`src/rtl/cpu_types_pkg.sv`:
```
// Types shared by the CPU memory side: the RAM handshake state, the data word
// and the memory arbiter state.
package cpu_types_pkg;

  localparam int unsigned WORD_W = 32;

  typedef logic [WORD_W-1:0] word_t;

  typedef enum logic [1:0] {
    FREE   = 2'd0,
    BUSY   = 2'd1,
    ACCESS = 2'd2,
    ERROR  = 2'd3
  } ramstate_t;

  typedef enum logic [1:0] {
    IDLE = 2'd0,
    IGNT = 2'd1,
    DGNT = 2'd2
  } arbstate_t;

endpackage

```
`src/rtl/mem_arbiter.sv`:
```
// Arbitrates one RAM port between icache and dcache: data wins unless an
// instruction fetch has been passed over STARVE_LIMIT times in a row.
module mem_arbiter
  import cpu_types_pkg::*;
#(
  parameter int unsigned STARVE_LIMIT = 4
) (
  input  logic        CLK,
  input  logic        nRST,
  input  logic        iREN,
  input  logic [31:0] iaddr,
  output logic [31:0] iload,
  output logic        iwait,
  input  logic        dREN,
  input  logic        dWEN,
  input  logic [31:0] daddr,
  input  logic [31:0] dstore,
  output logic [31:0] dload,
  output logic        dwait,
  output logic        ramREN,
  output logic        ramWEN,
  output logic [31:0] ramaddr,
  output logic [31:0] ramstore,
  input  logic [31:0] ramload,
  input  logic [1:0]  ramstate,
  output logic        bus_err
);

  localparam int unsigned         CNT_W   = $clog2(STARVE_LIMIT + 1);
  localparam logic [CNT_W-1:0]    CNT_MAX = CNT_W'(STARVE_LIMIT);

  arbstate_t        state, state_nxt;
  logic [CNT_W-1:0] starve_cnt, starve_nxt;
  logic             bus_err_nxt;
  ramstate_t        rs;
  logic             d_req;
  logic             ram_done;
  logic             ram_err;

  assign rs       = ramstate_t'(ramstate);
  assign d_req    = dREN | dWEN;
  assign ram_done = (rs == ACCESS);
  assign ram_err  = (rs == ERROR);

  always_ff @(posedge CLK or negedge nRST) begin
    if (!nRST) begin
      state      <= IDLE;
      starve_cnt <= '0;
      bus_err    <= 1'b0;
    end else begin
      state      <= state_nxt;
      starve_cnt <= starve_nxt;
      bus_err    <= bus_err_nxt;
    end
  end

  // Grant selection, grant exit (done, error or dropped request) and starvation count.
  always_comb begin
    state_nxt   = state;
    starve_nxt  = starve_cnt;
    bus_err_nxt = bus_err;
    case (state)
      IDLE: begin
        if (d_req && ((starve_cnt < CNT_MAX) || !iREN)) begin
          state_nxt = DGNT;
          if (iREN && (starve_cnt != CNT_MAX)) starve_nxt = starve_cnt + CNT_W'(1);
        end else if (iREN) begin
          state_nxt  = IGNT;
          starve_nxt = '0;
        end
      end
      IGNT:    if (!iREN || ram_done || ram_err) state_nxt = IDLE;
      DGNT:    if (!d_req || ram_done || ram_err) state_nxt = IDLE;
      default: state_nxt = IDLE;
    endcase
    if ((state != IDLE) && ram_err) bus_err_nxt = 1'b1;
    if (!iREN) starve_nxt = '0;
  end

  // RAM strobes follow the live request so a dropped request releases the bus at once.
  always_comb begin
    ramREN   = 1'b0;
    ramWEN   = 1'b0;
    ramaddr  = '0;
    ramstore = '0;
    iload    = '0;
    dload    = '0;
    iwait    = 1'b1;
    dwait    = 1'b1;
    case (state)
      IGNT: begin
        ramREN  = iREN;
        ramaddr = iaddr;
        iload   = ramload;
        iwait   = !(iREN && ram_done);
      end
      DGNT: begin
        ramWEN   = dWEN;
        ramREN   = dREN && !dWEN;
        ramaddr  = daddr;
        ramstore = dstore;
        if (!dWEN) dload = ramload;
        dwait    = !(d_req && ram_done);
      end
      default: ;
    endcase
  end

endmodule

```
`config.mk`:
```
export PLATFORM = sky130hd
export DESIGN_NAME = mem_arbiter
export DESIGN_NICKNAME = d
export VERILOG_FILES = /design/src/rtl/cpu_types_pkg.sv /design/src/rtl/mem_arbiter.sv
export SDC_FILE = /design/constraint.sdc
export NUM_CORES = 1
export LEC_CHECK = 0
export ABC_AREA = 0
export CAP_MARGIN = 20
export CORE_AREA = 2 2 105 107
export DETAILED_ROUTE_END_ITERATION = 7
export DIE_AREA = 0 0 107 109
export PLACE_DENSITY_LB_ADDON = 0.15
export SYNTH_ARGS = -nofsm -noshare
export SYNTH_HDL_FRONTEND = slang
export SYNTH_SLANG_ARGS = --single-unit
```
`constraint.sdc`:
```
create_clock -name CLK -period 2.4 [get_ports CLK]
set_clock_uncertainty 0.15 [all_clocks]
set_input_delay 0.24 -clock CLK [delete_from_list [all_inputs] [get_ports CLK]]
set_output_delay 0.24 -clock CLK [all_outputs]
set_load 0.01 [all_outputs]
```
Word level (Yosys, flattened, before mapping) --
Index checks and enable logic that the tools add are counted.
Word-level totals: bits in latches 0, bits of input ports 135, memories kept 0, output and inout bits 133, logic and storage cells 54, memory bits (read-only) 0, bits in registers 6, memory bits (writable) 0
Operators by class: multiply operators 0, shift operators 0, bitwise operators 1, add/subtract/negate cells 1, reductions and logical operators 20, multiplexer cells 18, equal/unequal tests 10, order comparisons 1, div/mod/pow operators 0
Operator list (count):
- 32-bit two-way mux | 4
- 32-bit one-hot mux with 2 select lines | 1
- 3-bit two-way mux | 4
- 2-bit two-way mux | 4
- 2-bit == test, second input constant | 3
- 1-bit logical AND | 6
- 3-bit inequality test, second input constant | 2
- 2-bit one-hot mux with 3 select lines | 1
- 1-bit logical NOT | 5
- 1-bit logical OR | 5
- 2-bit inequality test, second input constant | 2
- 3-bit by 1-bit adder with 3-bit output, second input constant | 1
- 3-bit < comparator, second input constant | 1
- 1-bit two-way mux | 3
- 3-bit by 2-bit inequality test with 1-bit output, second input constant | 1
- 3-bit AND reduction | 1
- 2-bit by 1-bit == test with 1-bit output, second input constant | 1
- 2-bit logical NOT | 1
- 2-bit by 1-bit inequality test with 1-bit output, second input constant | 1
- 1-bit one-hot mux with 2 select lines | 1
- 2-bit AND reduction | 1
- 2-bit nonzero test | 1
- 1-bit OR | 1

Logic depth before layout (Yosys ltp) --
word-level depth 6, depth in mapped cells 6, gate-level depth less buffers 5

Worst setup path after synthesis --
Ideal clock, no wire load.
path kind flip-flop to output port, from reg state[0], to out ramaddr[10], buffers on the path 2, arrival 1.273 ns, cell stages (with the launch flop) 7, slack 0.737 ns, data required time 2.010 ns, cell sequence dfrtp_1 > inv_1 > ha_1 > buf_4 > buf_2 > a22oi_1 > nor2b_1
On the way: cells in the longest elaborated chain, start to end 2, elaborated cells between the ends (all ways) 3, classes of those cells eq/ne: 2; mux: 1
RTL lines:
- start, declared | line mem_arbiter.sv:32 | arbstate_t state, state_nxt;
- start signal, assigned | line mem_arbiter.sv:51 | state <= state_nxt;
- 2-bit == test or 2-bit by 1-bit == test with 1-bit output (tied branches) | line mem_arbiter.sv:90 | case (state)
- 32-bit one-hot mux with 2 select lines * | line mem_arbiter.sv:90
- end, declared | line mem_arbiter.sv:22 | output logic [31:0] ramaddr,
Mark *: on every way between the ends. The rest lies on a longest branch, timed or not.

Worst setup path in the final report --
from reg state[1], to out ramaddr[2]
The elaborated chain is that of the path after synthesis.

==> results.cfg <==
[route]
first_pass_iters = 4
wl_um = 9560
drc = 0
postRouteAntennaNets = 0
wl_per_cell_um = 15.1
via_per_inst = 4.08
dr_total_vias = 2589
drtIter0Drc = 84

[synthesis]
synth_largest_area_cell = and2_1
ys_async_sr_fraction_pct = 100
synth_top_flop_cell = dfrtp_1
synth_warnings = 0
synth.avg_cell_area_um2 = 6.95
synth_top_area_share_pct = 38.8
yosys-top-cells-area = and2_1 39%, a22oi_1 15%, nor2b_1 13%
synth_area_mm2 = 0.00156
synthSimpleGateAreaFrac_pct = 56.5
synth-edff-count = 0
synth.distinct_cells = 27
syn_nets = 365
ys_ff_latch = 6
ys_seq_area_share_pct = 9.60
synth_compound_area_share_pct = 22.2
synth-xor-area-share_pct = 0
synth_top_family_by_area = simple AND/OR/NAND/NOR gates
synthesis.instances = 225
synth_mux_area_share_pct = 0
synth-adder-area-share_pct = 4.00

[clock_tree]
cts_sinks = 6
cts-htree-levels = 1
cts_hold_buf = 0
cts_buffers = 3
clkLatencyLatePin_ns = 0.22
ctsLongestPathBuffers = 2
cts_tree = yes
clk_pin_slew_ns = 0.04
root_buffer = clkbuf_8

[placed_design]
placed_cell_area_mm2 = 0.00447
io_buffers = 267
dp.final_hpwl_um = 8080
dp_cells = 627
finalWeightedCongestion = 0.861

[flow_run]
max_cap_violations = 0

[cells_and_area]
multi_input_area_mm2 = 0.00134
final-seq-area_um2 = 150
utilization_pct = 44.1
fin_area_mm2 = 0.00468
syn2layout_area_growth_pct = 199
nFillCells = 1049
instances_no_fill = 634
final_layout_size_suffix_gt1_share_pct = 6.28
n_antenna_cell = 0
fin_nets = 636

[timing]
finalSetupViolCount = 0
hold_violations = 0
fin_crit_ns = 2.31
max_slew_margin_pct = 81.2
slew_violations = 0
tightest_slew_ns = 0.281
fmax_mhz = 433
period_share_pct = 96.3

[grt]
grt_pass1_wl_um = 13600
grt_max_degree = 37
grt_pass1_vias = 2425
grt-ovfl-total = 0
antenna_found_initial = 0
track_usage_pct = 14.8

[worst_setup_path]
cp_max_fo = 32
cp-start-kind = flip-flop
crit_path_cell_trace = inv_1, ha_4, buf_12, a22oi_1, nor2b_1, clkdlybuf4s50_1
cp_slowest_cell = clkdlybuf4s50_1
reg2reg_from = state[0]
critPathRequiredTime_ns = 2.01
crit_arrival_ns = 1.92
worst-r2r-cell-count = 7
crit_family = buffers and inverters
r2r_setup_slack_ns = 0.68
worstSetupStartpoint = state[1]
reg2reg_to = state[0]
criticalPathCategory = reg2out
worst_path_largest_cell_delay_ns = 0.58
crit_buf_inv = 3
cp-end-kind = output port

[pwr]
power.leakage_nw = 2.20
p_per_area_mw_per_mm2 = 626
irDropWorstVdd_mv = 0.299

[floorplan]
initial_utilization_pct = 14.8
die_w_um = 107
design.portCount = 268
die_h_um = 109
die_area_mm2 = 0.0117
rows = 38
core_area_mm2 = 0.0106

[status]
status = complete, no violations

[hold_path]
worstHoldPathType = in2async
state kept, by name, summed over array words and instances (netlist names):
register    count
starve_cnt      3
bus_err         1
state           2
worst max path at each step:
stage                   to  slack [ns]  depth (start not counted)
2_1_floorplan  ramaddr[10]        0.74                          6
3_3_place_gp      dload[9]        0.14                          5
3_5_place_dp   ramaddr[15]        0.12                          6
4_1_cts          dload[30]      -0.005                          6
5_1_grt        ramaddr[19]      -0.001                          6
6_report        ramaddr[2]        0.09                          6
metal layers:
layer,vias up,track usage (%),routed length (µm)
li1,1291,-,-
met1,1153,16.0,3600
met2,133,29.2,5040
met3,12,3.95,782
met4,0,2.60,136
met5,-,0,0
cells in the mapped netlist, types with 3 or more instances:
| library cell | instances |
|---|---|
| dfrtp_1 | 6 |
| a22oi_1 | 32 |
| buf_2 | 9 |
| a21oi_1 | 3 |
| nor2b_1 | 32 |
| inv_1 | 6 |
| buf_4 | 3 |
| and2_1 | 97 |
| ha_1 | 5 |
| nand2_1 | 5 |
| clkbuf_1 | 8 |
| nand3_1 | 4 |
power breakdown:
group / internal [mW] / leakage [nW] / total (mW) / switching [mW]
combinational: 1.55 / 2.11 / 2.64 / 1.09
clock: 0.107 / 0.0216 / 0.147 / 0.0399
sequential: 0.123 / 0.0753 / 0.141 / 0.0173
total: 1.78 / 2.20 / 2.93 / 1.15
worst reg2reg max path: cells and delay by family (launching register included):
kind / cells / cell delay (ns)
compound gates: 3 / 0.44
buf+inv: 3 / 0.43
flops: 1 / 0.39
fa+ha+maj: 1 / 0.18
cell families (layout without fill, tap and decap cells):
group	count (synthesis)	after routing
DFF	6	6
buffers and inverters	26	295
adders and majority gates	5	5
and+or+nand+nor	143	143
AOI/OAI and AO/OA	45	45
layout make-up:
class | count | share of cell area (%)
Timing Repair Buffer | 286 | 63.1
Multi-Input combinational cell | 193 | 28.6
Tap cell | 140 | 3.75
Sequential cell | 6 | 3.21
Clock buffer | 3 | 0.883
Inverter | 6 | 0.482
cells in the final DEF (no fill, tap or decap), types with 2 or more instances in the layout:
| cell | synthesis | layout |
|---|---|---|
| and2_1 | 97 | 97 |
| clkdlybuf4s50_1 | 0 | 229 |
| dlygate4sd2_1 | 0 | 10 |
| clkbuf_8 | 0 | 3 |
| nand3_1 | 4 | 4 |
| a22oi_1 | 32 | 32 |
| dfrtp_1 | 6 | 6 |
| dlymetal6s2s_1 | 0 | 28 |
| buf_12 | 0 | 4 |
| buf_6 | 0 | 3 |
| nor2b_1 | 32 | 32 |
| ha_1 | 5 | 2 |
| buf_4 | 3 | 11 |
| nand2_1 | 5 | 5 |
| a21oi_1 | 3 | 3 |
| ha_4 | 0 | 3 |
| inv_1 | 6 | 5 |
stage by stage:
| step | setup TNS, ns | power, mW | hold slack [ns] | worst slack [ns] |
|---|---|---|---|---|
| 2_1_floorplan | 0 | 1.28 | -0.206 | 0.737 |
| 3_3_place_gp | 0 | 2.70 | 0.328 | 0.139 |
| 3_5_place_dp | 0 | 2.71 | 0.310 | 0.117 |
| 4_1_cts | -0.00673 | 2.90 | 0.116 | -0.00539 |
| 5_1_grt | -0.00107 | 3.16 | 0.126 | -0.00107 |
| 6_report | 0 | 2.93 | 0.115 | 0.0900 |
timing repair:
action / CTS / global route
gates resized for setup: 15 / 34
hold endpoints to repair: 0 / 0
setup endpoints to repair: 61 / 56
gates cloned: 0 / 1
setup buffers: 0 / 3
Note: power is estimated with default switching activity, not from simulation.
